**src/rtl/dsp_result_display_pkg.sv**
```systemverilog
// Shared types and constants for the DSP result display: converter FSM states, segment codes.
// Latency: n/a (declarations only).
// Backpressure: n/a.
package dsp_result_display_pkg;

    typedef enum logic [1:0] {
        ST_IDLE   = 2'd0,
        ST_CONV   = 2'd1,
        ST_COMMIT = 2'd2
    } conv_state_t;

    localparam int DIGITS = 3;

    // Active-low segment patterns, bit order {g,f,e,d,c,b,a}
    localparam logic [6:0] SEG_0     = 7'h40;
    localparam logic [6:0] SEG_1     = 7'h79;
    localparam logic [6:0] SEG_2     = 7'h24;
    localparam logic [6:0] SEG_3     = 7'h30;
    localparam logic [6:0] SEG_4     = 7'h19;
    localparam logic [6:0] SEG_5     = 7'h12;
    localparam logic [6:0] SEG_6     = 7'h02;
    localparam logic [6:0] SEG_7     = 7'h78;
    localparam logic [6:0] SEG_8     = 7'h00;
    localparam logic [6:0] SEG_9     = 7'h10;
    localparam logic [6:0] SEG_BLANK = 7'h7F;

    // BCD nibble to segment pattern; non-decimal codes show blank
    function automatic logic [6:0] seg_encode(input logic [3:0] digit);
        logic [6:0] pattern;
        case (digit)
            4'd0:    pattern = SEG_0;
            4'd1:    pattern = SEG_1;
            4'd2:    pattern = SEG_2;
            4'd3:    pattern = SEG_3;
            4'd4:    pattern = SEG_4;
            4'd5:    pattern = SEG_5;
            4'd6:    pattern = SEG_6;
            4'd7:    pattern = SEG_7;
            4'd8:    pattern = SEG_8;
            4'd9:    pattern = SEG_9;
            default: pattern = SEG_BLANK;
        endcase
        return pattern;
    endfunction

endpackage

```
**src/rtl/dsp_result_display_bin8_to_bcd3.sv**
```systemverilog
// Sequential double-dabble: 8-bit binary to three BCD digits, one shift step per cycle.
// Latency: accept edge + 8 conversion edges + 1 commit edge (done is high in the commit cycle).
// Backpressure: none; din_valid is ignored unless idle, the caller counts the losses.
module bin8_to_bcd3
    import dsp_result_display_pkg::*;
(
    input  logic        clock_pulse,
    input  logic        clr_de_n,
    input  logic [7:0]  din,
    input  logic        din_valid,
    output logic        busy,
    output logic        done,
    output logic [11:0] bcd
);

    conv_state_t state;
    conv_state_t state_nxt;
    logic [7:0]  sh;
    logic [11:0] scratch;
    logic [11:0] adj;
    logic [19:0] shifted;
    logic [2:0]  iter;

    // State register
    always_ff @(posedge clock_pulse or negedge clr_de_n) begin
        if (!clr_de_n) state <= ST_IDLE;
        else           state <= state_nxt;
    end

    // Next-state: eight conversion steps, then one commit cycle
    always_comb begin
        state_nxt = state;
        case (state)
            ST_IDLE:   if (din_valid) state_nxt = ST_CONV;
            ST_CONV:   if (iter == 3'd7) state_nxt = ST_COMMIT;
            ST_COMMIT: state_nxt = ST_IDLE;
            default:   state_nxt = ST_IDLE;
        endcase
    end

    // Add-3 correction on every nibble that would overflow past 9 after the shift
    always_comb begin
        adj = scratch;
        for (int i = 0; i < DIGITS; i++) begin
            if (scratch[4*i +: 4] >= 4'd5) adj[4*i +: 4] = scratch[4*i +: 4] + 4'd3;
        end
    end

    assign shifted = {adj, sh} << 1;

    // Shift register, BCD scratch and step counter
    always_ff @(posedge clock_pulse or negedge clr_de_n) begin
        if (!clr_de_n) begin
            sh      <= '0;
            scratch <= '0;
            iter    <= '0;
        end else begin
            case (state)
                ST_IDLE: begin
                    if (din_valid) begin
                        sh      <= din;
                        scratch <= '0;
                        iter    <= '0;
                    end
                end
                ST_CONV: begin
                    {scratch, sh} <= shifted;
                    iter          <= iter + 3'd1;
                end
                default: ;
            endcase
        end
    end

    assign busy = (state != ST_IDLE);
    assign done = (state == ST_COMMIT);
    assign bcd  = scratch;

endmodule

```
**src/rtl/dsp_result_display.sv**
```systemverilog
// Captures DSP results, converts to BCD and scans them onto a 4-digit common-anode display.
// Latency: display registers update 10 edges after accept; seg/an follow within 3 digit slots.
// Backpressure: none; strobes during a conversion are dropped and counted (saturating at 15).
module dsp_result_display
    import dsp_result_display_pkg::*;
#(
    parameter int REFRESH_DIV = 50000
) (
    input  logic       clock_pulse,
    input  logic       clr_de_n,
    input  logic [7:0] din,
    input  logic       din_valid,
    output logic       busy,
    output logic [6:0] seg,
    output logic [3:0] an,
    output logic [3:0] drop_cnt
);

    localparam int PW = (REFRESH_DIV > 2) ? $clog2(REFRESH_DIV) : 1;

    logic          conv_done;
    logic [11:0]   conv_bcd;
    logic [3:0]    hund;
    logic [3:0]    tens;
    logic [3:0]    ones;
    logic [PW-1:0] prescale;
    logic [1:0]    dsel;
    logic          slot_wrap;
    logic [6:0]    dig_seg;
    logic [3:0]    dig_an;

    bin8_to_bcd3 u_conv (
        .clock_pulse (clock_pulse),
        .clr_de_n    (clr_de_n),
        .din         (din),
        .din_valid   (din_valid),
        .busy        (busy),
        .done        (conv_done),
        .bcd         (conv_bcd)
    );

    // Count strobes that arrive while the converter is occupied, stick at 15
    always_ff @(posedge clock_pulse or negedge clr_de_n) begin
        if (!clr_de_n)                                   drop_cnt <= '0;
        else if (din_valid && busy && drop_cnt != 4'hF)  drop_cnt <= drop_cnt + 4'd1;
    end

    // Latch the finished conversion into the display registers
    always_ff @(posedge clock_pulse or negedge clr_de_n) begin
        if (!clr_de_n) begin
            hund <= '0;
            tens <= '0;
            ones <= '0;
        end else if (conv_done) begin
            {hund, tens, ones} <= conv_bcd;
        end
    end

    assign slot_wrap = (prescale == PW'(REFRESH_DIV - 1));

    // Digit-slot prescaler and digit selector (units, tens, hundreds; an[3] unused)
    always_ff @(posedge clock_pulse or negedge clr_de_n) begin
        if (!clr_de_n) begin
            prescale <= '0;
            dsel     <= '0;
        end else if (slot_wrap) begin
            prescale <= '0;
            dsel     <= (dsel == 2'(DIGITS - 1)) ? 2'd0 : dsel + 2'd1;
        end else begin
            prescale <= prescale + PW'(1);
        end
    end

    // Digit mux with leading-zero blanking; the units digit always shows
    always_comb begin
        dig_seg = SEG_BLANK;
        dig_an  = ~(4'b0001 << dsel);
        case (dsel)
            2'd0:    dig_seg = seg_encode(ones);
            2'd1:    dig_seg = (hund == 4'd0 && tens == 4'd0) ? SEG_BLANK : seg_encode(tens);
            2'd2:    dig_seg = (hund == 4'd0) ? SEG_BLANK : seg_encode(hund);
            default: dig_seg = SEG_BLANK;
        endcase
    end

    // Register seg and an together so a digit never shows half-updated
    always_ff @(posedge clock_pulse or negedge clr_de_n) begin
        if (!clr_de_n) begin
            seg <= SEG_0;
            an  <= 4'b1110;
        end else begin
            seg <= dig_seg;
            an  <= dig_an;
        end
    end

endmodule

```
**config.mk**
```make
export PLATFORM = sky130hd
export DESIGN_NAME = dsp_result_display
export DESIGN_NICKNAME = d
export VERILOG_FILES = /design/src/rtl/dsp_result_display_pkg.sv /design/src/rtl/dsp_result_display_bin8_to_bcd3.sv /design/src/rtl/dsp_result_display.sv
export SDC_FILE = /design/constraint.sdc
export NUM_CORES = 1
export LEC_CHECK = 0
export CORE_ASPECT_RATIO = 0.75
export CORE_MARGIN = 2
export CORE_UTILIZATION = 50
export CTS_CLUSTER_DIAMETER = 50
export DETAILED_ROUTE_END_ITERATION = 8
export MAX_ROUTING_LAYER = met4
export PLACE_DENSITY = 0.71
export SLEW_MARGIN = 20
export SYNTH_ARGS = -nofsm -noshare
export SYNTH_HDL_FRONTEND = slang
export SYNTH_SLANG_ARGS = --single-unit
```
**constraint.sdc**
```tcl
create_clock -name clock_pulse -period 1.95 [get_ports clock_pulse]
set_input_delay 0.39 -clock clock_pulse [delete_from_list [all_inputs] [get_ports clock_pulse]]
set_output_delay 0.39 -clock clock_pulse [all_outputs]
set_load 0.01 [all_outputs]
```
==> impl_metrics.yaml <==
outcome:
  status: "completed"
setup_path:
  cp.buffers_inverters: 1
  crit_path_start_kind: "register"
  crit_slowest_cell: "dfrtp_1"
  crit_family: "compound AO/OA/AOI/OAI gates"
  cp.required_ns: 2.18
  crit_chain: "inv_1, ha_1, or3_1, a21oi_1, nor3_1, a211o_1"
  crit_path_end_kind: "register"
  worstSetupPathType: "reg2reg"
  worstPathArrival_ns: 2.03
  critical_path_peak_fanout: 8
  slowest_delay_ns: 0.39
  startpoint: "hund[0]"
  r2r-start: "hund[0]"
cts:
  cts_sinks: 70
  htreeDepth: 3
  cts_hold_buffers: 0
  cts_buffers: 9
  clockRootBuffer: "clkbuf_8"
  cts_tree: "done"
  clk_latency_ns: 0.35
  clockBufferDepth: 2
  path_clk_slew_ns: 0.08
final_layout:
  area_growth_pct: 16.9
  num-fill-cells: 652
  layout.nets: 456
  drive_gt1_share_pct: 12.7
  final_cell_mix: "dfrtp_1, o21ai_0, nand2_1, inv_1, ha_1"
  final_util_pct: 60.1
  mostFrequentLayoutCell: "dfrtp_1"
  regArea_sq_mm: 0.00176
  stdcell_count: 525
  diodes: 0
  multi_input_area_sq_mm: 0.00186
synthesis:
  async_flop_share_pct: 100
  synth-seq-area-share_pct: 46.6
  synth_compound_area_share_pct: 16.4
  synth_top_family_by_area: "simple AND/OR/NAND/NOR gates"
  syn_area_sq_mm: 0.00377
  synth_edf_count: 0
  synth-simple-area-share_pct: 16.7
  yosysTopAreaCell: "dfrtp_1"
  ys_types: 50
  synthAdderAreaFrac_pct: 8.63
  syn-num-nets: 421
  yosys_warnings: 0
  synth_ff_type: "dfrtp_1"
  avgSynthCellArea_sq_um: 9.81
  syn_inst: 384
  synth_top_area_share_pct: 43.8
  synth_xor_area_share_pct: 4.18
  synth_mux_area_share_pct: 3.19
  synth_area_leaders: "dfrtp_1, ha_1, o21ai_0, nand2_1, a21oi_1"
  ys_seq_elements: 70
sta:
  fmax_mhz: 555
  hold_violations: 0
  timing.final.ws_setup_ns: 0.148
  skew_ns: 0.00824
  tightest_slew_ns: 0.584
  fin_crit_sh_pct: 92.4
  rsz0062_at_grt: "false"
  final.setup.tns_ns: 0
  min_period_ns: 1.80
  relSlewSlack_pct: 61.0
  setup_viol: 0
  slew_viol_final: 0
route:
  viasPerCell: 5.38
  drc_errors: 0
  drtAntennaViolNets: 0
  dr.pass1.iters: 4
  wl_per_cell_um: 14.2
  drt-initial-drc-count: 117
  vias: 2822
  wl_mm: 7.44
floorplanning:
  design.die.area_sq_mm: 0.00825
  initial_utilization_pct: 51.4
  rows: 27
  coreArea_sq_mm: 0.00733
  die_width_um: 104
  ios: 27
  die_h_um: 79.2
place:
  finalWeightedCongestion: 0.843
  hpwl_mm: 5.29
  place_ws_ns: 0.0888
  port_buffers: 26
  dp.cells: 507
global_route:
  grt_first_pass_wirelength_mm: 13.1
  antenna_found_initial: 0
  grt_pass1_vias: 2818
  grt_overflow: 0
  grt_max_degree: 31
  grtUsageTotal_pct: 20.5
power_and_ir_drop:
  irDropWorstVdd_v: 0.000626
  p_per_area_mw_per_mm2: 1290
  p_leak_uw: 0.00200
  totalPowerFinal_uw: 5700
flow_run:
  cap_violations: 0
hold_path:
  min_path_type: "in2async"
==> logic make-up after synthesis <==
logic type	Yosys count
AND/OR/NAND/NOR	118
AO/OA/AOI/OAI	100
flip-flops	70
buffers and inverters	41
adder cells (fa/ha/maj)	26
XOR/XNOR	18
multiplexers	11
==> routing by layer <==
layer	share of wire [%]	vias up	GRT usage, %
met1	50	1360	27.9
met2	45	49	30.9
met4	0.95	0	7.03
li1	-	1405	-
met3	3.6	8	4.43
met5	0	-	-
==> synthesized netlist by cell type, types with 2 or more instances <==
| master | n |
|---|---|
| or3_1 | 2 |
| mux2_2 | 8 |
| nand2_1 | 33 |
| nor3b_1 | 3 |
| o21ai_0 | 39 |
| nor2b_1 | 8 |
| a22o_1 | 5 |
| nand2b_1 | 14 |
| clkbuf_1 | 14 |
| nand3_1 | 11 |
| and3_1 | 2 |
| mux2i_1 | 3 |
| o32ai_1 | 2 |
| nor3_1 | 8 |
| nor2_1 | 20 |
| o211a_1 | 2 |
| nand4_1 | 5 |
| a21o_1 | 3 |
| ha_1 | 26 |
| dfstp_2 | 4 |
| xnor2_1 | 11 |
| a21oi_1 | 24 |
| xor2_1 | 7 |
| inv_1 | 26 |
| or3b_2 | 2 |
| o221ai_1 | 2 |
| a31oi_1 | 2 |
| a22oi_1 | 7 |
| a211o_1 | 2 |
| dfrtp_1 | 66 |
| o21bai_1 | 2 |
| a211oi_1 | 2 |
| or2_2 | 2 |
==> timing repair <==
action,CTS,global route
setup endpoints to repair,0,7
gates resized for setup,0,3
setup buffers,0,2
hold endpoints to repair,0,0
==> final cells by class <==
class                   instances  area share (%)
clock buffers                  11            3.44
clock inverters                 5           0.767
inverters                      26            2.21
multi-input cells             273            42.2
flip-flops and latches         70            39.9
well taps                     101            2.87
repair buffers                 39            8.63
==> registers in the layout, summed over array words and instances (netlist names) <==
register and flops:
u_conv.sh 8, u_conv.bcd 12, tens 4, dsel 2, an 4, drop_cnt 4, u_conv.state 2, ones 4
seg 7, hund 4, prescale 16, u_conv.iter 3
==> path summary, 6_finish.rpt <==
path,end,slack (ns),cells past startpoint
hold reg to reg,prescale[0],0.49,1
setup reg to reg,seg[3],0.15,6
max in group asynchronous,u_conv.bcd[5],1.39,2
hold / removal,an[0],0.01,1
min in group clock_pulse,prescale[0],0.49,1
setup / recovery,seg[3],0.15,6
==> power breakdown <==
group | total [uW] | internal (uW) | switching, uW
sequential | 2230 | 1850 | 383
clock | 1090 | 529 | 561
combinational | 2380 | 1170 | 1210
total | 5700 | 3550 | 2150
==> worst reg2reg max path, stage by stage (launching register included) <==
cell and delay [ns]:
dfrtp_1 0.39, inv_1 0.09, ha_1 0.29, or3_1 0.36
a21oi_1 0.18, nor3_1 0.08, a211o_1 0.31
==> stage by stage <==
step	area, sq um	hold slack, ns
after detailed placement	4190	0.394
after CTS	4380	0.0164
after global placement	4190	0.391
after global routing	4410	0.0384
after floorplan	3770	0.0944
final	4410	0.0112
(Power assumes the default switching activity.)
